**src/rtl/fetch_unit_pkg.sv**
```systemverilog
// Shared types for the instruction fetch stage: FSM states, queue packet layout
// and PC alignment helper.
package fetch_unit_pkg;

  localparam logic [31:0] FETCH_RESET_PC = 32'h1eceb000;

  typedef enum logic [1:0] {
    IDLE    = 2'd0,
    WAIT    = 2'd1,
    HOLD    = 2'd2,
    DISCARD = 2'd3
  } fetch_state_t;

  typedef struct packed {
    logic [31:0] pc;
    logic [31:0] inst;
  } fetch_pkt_t;

  function automatic logic [31:0] align_pc(input logic [31:0] addr);
    return {addr[31:2], 2'b00};
  endfunction

endpackage

```
**src/rtl/fetch_unit.sv**
```systemverilog
// Instruction fetch stage: owns the PC, keeps one I-cache read in flight and
// pushes {pc, inst} packets into the instruction queue.
//
// Handshakes: a read is presented with imem_rmask=4'hF and a stable imem_addr from
// the issue cycle through the imem_resp cycle; a queue push happens in any cycle
// with enqueue_out=1 and is only legal while queue_full_in=0.
module fetch_unit
  import fetch_unit_pkg::*;
#(
  parameter logic [31:0] RESET_PC   = FETCH_RESET_PC,
  parameter int          DATA_WIDTH = 32
) (
  input  logic                    clk,
  input  logic                    rst_n,
  input  logic                    global_branch_signal,
  input  logic [DATA_WIDTH-1:0]   branch_target_pc,
  input  logic                    queue_full_in,
  output logic                    enqueue_out,
  output logic [2*DATA_WIDTH-1:0] wdata_out,
  output logic [DATA_WIDTH-1:0]   imem_addr,
  output logic [3:0]              imem_rmask,
  input  logic [DATA_WIDTH-1:0]   imem_rdata,
  input  logic                    imem_resp,
  output fetch_state_t            o_dbg_state
);

  fetch_state_t r_state;
  logic [31:0]  r_pc;
  logic [31:0]  r_req_addr;
  fetch_pkt_t   r_hold;

  logic         w_issue;
  logic         w_enq;
  fetch_pkt_t   w_pkt;
  logic [31:0]  w_target;

  assign w_target = align_pc(branch_target_pc);

  // Issue and enqueue decisions are combinational so a 1-cycle hit sustains
  // one packet every two cycles; a branch suppresses both in every state.
  always_comb begin
    w_issue = 1'b0;
    w_enq   = 1'b0;
    w_pkt   = '0;
    case (r_state)
      IDLE: w_issue = rst_n && !global_branch_signal && !queue_full_in;
      WAIT: begin
        if (rst_n && !global_branch_signal && imem_resp && !queue_full_in) begin
          w_enq = 1'b1;
          w_pkt = '{pc: r_pc, inst: imem_rdata};
        end
      end
      HOLD: begin
        if (rst_n && !global_branch_signal && !queue_full_in) begin
          w_enq = 1'b1;
          w_pkt = r_hold;
        end
      end
      default: ;
    endcase
  end

  assign enqueue_out = w_enq;
  assign wdata_out   = w_pkt;
  assign imem_rmask  = (w_issue || r_state == WAIT || r_state == DISCARD) ? 4'hF : 4'h0;
  // A squashed read keeps its original address until its response retires it.
  assign imem_addr   = (r_state == WAIT || r_state == DISCARD) ? r_req_addr : r_pc;
  assign o_dbg_state = r_state;

  always_ff @(posedge clk) begin
    if (!rst_n) begin
      r_state    <= IDLE;
      r_pc       <= RESET_PC;
      r_req_addr <= RESET_PC;
      r_hold     <= '0;
    end else begin
      case (r_state)
        IDLE: begin
          if (global_branch_signal) begin
            r_pc <= w_target;
          end else if (w_issue) begin
            r_req_addr <= r_pc;
            r_state    <= WAIT;
          end
        end
        WAIT: begin
          if (global_branch_signal) begin
            r_pc    <= w_target;
            r_state <= imem_resp ? IDLE : DISCARD;
          end else if (imem_resp) begin
            if (!queue_full_in) begin
              r_pc    <= r_pc + 32'd4;
              r_state <= IDLE;
            end else begin
              r_hold  <= '{pc: r_pc, inst: imem_rdata};
              r_state <= HOLD;
            end
          end
        end
        HOLD: begin
          if (global_branch_signal) begin
            r_hold  <= '0;
            r_pc    <= w_target;
            r_state <= IDLE;
          end else if (!queue_full_in) begin
            r_hold  <= '0;
            r_pc    <= r_pc + 32'd4;
            r_state <= IDLE;
          end
        end
        DISCARD: begin
          // The outstanding response must still retire even if another branch lands.
          if (global_branch_signal) r_pc <= w_target;
          if (imem_resp)            r_state <= IDLE;
        end
        default: r_state <= IDLE;
      endcase
    end
  end

endmodule

```
**config.mk**
```make
export PLATFORM = sky130hd
export DESIGN_NAME = fetch_unit
export DESIGN_NICKNAME = d
export VERILOG_FILES = /design/src/rtl/fetch_unit_pkg.sv /design/src/rtl/fetch_unit.sv
export SDC_FILE = /design/constraint.sdc
export NUM_CORES = 1
export LEC_CHECK = 0
export ABC_AREA = 1
export BUFFER_PORTS_ARGS = -buffer_cell sky130_fd_sc_hd__buf_2
export CAP_MARGIN = 10
export CELL_PAD_IN_SITES_DETAIL_PLACEMENT = 0
export CELL_PAD_IN_SITES_GLOBAL_PLACEMENT = 1
export CORE_MARGIN = 8
export CORE_UTILIZATION = 33
export DETAILED_ROUTE_END_ITERATION = 7
export HOLD_SLACK_MARGIN = 0.08
export PLACE_DENSITY_LB_ADDON = 0.1
export SYNTH_ARGS = -nofsm -noshare
export SYNTH_HDL_FRONTEND = slang
export SYNTH_SLANG_ARGS = --single-unit
```
**constraint.sdc**
```tcl
create_clock -name clk -period 1.7 [get_ports clk]
set_input_delay 0.34 -clock clk [delete_from_list [all_inputs] [get_ports clk]]
set_output_delay 0.34 -clock clk [all_outputs]
set_load 0.02 [all_outputs]
```
==> run metrics <==
status finished, violations left; failing checks setup timing; vias in the first global route 7848; GRT busiest layer met2; IO Count 172; Worst VDD drop between 0.0008 and 0.0009 V; Nets around 1400; via count 8193; pwr dens 1440 nW/µm²; type of origin of the critical path flip-flop; CTS H-tree depth 4; gr usage total 20.7%; final clock skew 0.00691 ns; Routed WL 28200 µm; CORE AREA between 20000 and 25000 µm²; initial antenna violation count 0; GR Overflow Total 0; DR iter-0 viols about 510; largest net degree at the start of global routing 78; clk root buf clkbuf_16; die width between 150 and 200 µm; routed wire length per instance 17.2 µm; post-synth top area share 36.1%; leakage 4.75 nW; worst hold path cell count 3; routability cong. slightly above 0.8; Yosys reg bits 125; fin crit period 2.28 ns; clk sinks 125; ys flop type dfxtp_1; Fin Setup TNS -55.10 ns; Clock Tree Buf Depth 2; R2R Setup Slk -0.22 ns; most frequent cells in the layout 269 x nand2_1, 122 x dfxtp_1, 115 x a21oi_1; Final ANT Viol Nets 0; Initial Util between 30% and 40%; first-pass GRT wire length 43300 µm; Setup violations, final about 160; TritonCTS clock tree yes; Final Util ~57%; CP Data Arrival Time 1.94 ns; clock buffer count from CTS 17; sequential area share after synthesis about 36%; Worst Path Max Fanout 8; Critical Path RT 1.36 ns; CP endpoint kind output pin; post-synth top area cell dfxtp_1; max cap viols 0; worst setup margin -0.576 ns; R2R cell count 10; area share of fa/ha/maj cells after synthesis 0.902%; simple-gate share of the synthesized area 30.3%; Peak Freq 439 MHz; met1 Usage GRT 27.7%; vias per cell between 4 and 5; async set-reset flop share out of synthesis 0%; Die Area 25900 µm²; area delta synth->final 71.3%; Skew-Pair Late Insertion Delay roughly 0.42 ns; crit share post-route 134%; drt pass-1 iters 5; Reg clk slew, reported paths roughly 0.060 ns; synth warn 0; global routing usage on met3 around 5%; std cell rows 53; multiplexer share of the synthesized area less than 1%; final-report hold violation count 0; number of diodes 0; XOR/XNOR Fraction of Synth Area less than 1%; slew margin rel. 35.6%; port bufs 167; RSZ-0062 raised after global routing yes; Mean Syn Cell Area 6.34 µm²; most common cell after layout, fill and taps aside nand2_1; Hold Buf Count CTS 0; fraction of layout cells with a size suffix above 1 a little over two fifths; Compound-Gate Fraction of Synth Area 20.9%; Hold WC Path Type input port to flip-flop; # DRC 0; Post-Syn Instances 1094; met2 GRT Util 32.5%; Synth area leaders dfxtp_1 36%, nand2_1 18%, a21oi_1 13%; Pins Over Slew Limit 0; largest family of logic cells by synthesized area simple AND/OR/NAND/NOR gates; pin slew with the least headroom to its limit 0.965 ns; chip height around 160 µm; Final HPWL DP 18500 µm; Distinct cells, synth 35; crit path kind flip-flop to output pin; synthesized area 6940 µm²; Post-synth EDFFs 0
[area by class of cell]
cell class,instances,area (µm²)
clock buffers,19,453
clock inverters,13,164
fillers,2013,8940
inverters,65,282
multi-input cells,809,4780
flip-flops and latches,125,2510
well taps,275,344
repair buffers,332,3340
repair inverters,1,11.3
[state kept, by name, summed over array words and instances (netlist names)]
| signal | flops |
|---|---|
| r_hold | 63 |
| o_dbg_state | 2 |
| r_req_addr | 30 |
| r_pc | 30 |
[what timing repair did]
action / in CTS / in global routing
buffers inserted: 18 / 14
resized for setup: 312 / 147
endpoints found under the setup margin: 190 / 193
pin swaps: 16 / 20
cloned: 8 / 9
[critical path, cell delays in order, from the launching register on]
cell and delay, ns:
dfxtp_4 0.37, inv_4 0.04, buf_6 0.11, ha_4 0.35, clkinv_8 0.13, buf_12 0.17, buf_6 0.11, a21oi_4 0.10
buf_6 0.13
[cell families (layout without fill, tap and decap cells)]
logic type / after synthesis / in the layout
AOI/OAI and AO/OA: 279 / 279
DFF: 125 / 125
xor gates and xnor gates: 6 / 6
muxes: 4 / 4
adders and majority gates: 5 / 5
and+or+nand+nor: 513 / 513
buffers and inverters: 161 / 430
other: 1 / 2
[cell usage after synthesis (4+ instances only)]
| library cell | n |
|---|---|
| o21ai_0 | 69 |
| a21oi_1 | 186 |
| mux2_2 | 4 |
| inv_2 | 4 |
| nand3_1 | 90 |
| o211ai_1 | 13 |
| nand2_1 | 342 |
| ha_1 | 5 |
| xor2_1 | 4 |
| o21ai_1 | 4 |
| nor2_1 | 64 |
| dfxtp_1 | 125 |
| clkbuf_1 | 46 |
| nand4_1 | 6 |
| buf_2 | 31 |
| buf_4 | 13 |
| inv_1 | 60 |
[per-layer routing]
layer  part of all wire, %  routed length, µm
met5                     0                  0
met4                   1.4                398
met3                   5.7               1610
met2                    47              13300
met1                    46              12800
[metrics by stage]
| stage | power [mW] | hold WS [ns] | cell area [µm²] | cells | setup slack, ns |
|---|---|---|---|---|---|
| after floorplan | 7.91 | 0.425 | 7430 | 1095 | -0.214 |
| after global placement | 10.3 | 0.436 | 9220 | 1564 | -0.291 |
| after detailed placement | 10.3 | 0.444 | 9220 | 1564 | -0.286 |
| after CTS | 16.2 | 0.177 | 11100 | 1621 | -0.604 |
| after global routing | 18.1 | 0.176 | 11900 | 1639 | -0.649 |
| final | 17.2 | 0.183 | 11900 | 1639 | -0.576 |
[power by group]
group	switching (mW)	internal [mW]
registers	0.516	3.49
logic	5.06	4.26
clock network	1.44	2.39
[path summary, 6_finish.rpt]
check,from,to
max,o_dbg_state[1],wdata_out[29]
max reg2reg,o_dbg_state[1],r_pc[13]
min,branch_target_pc[2],r_pc[2]
min reg2reg,r_req_addr[27],r_req_addr[27]
Note: power is estimated with default switching activity, not from simulation.
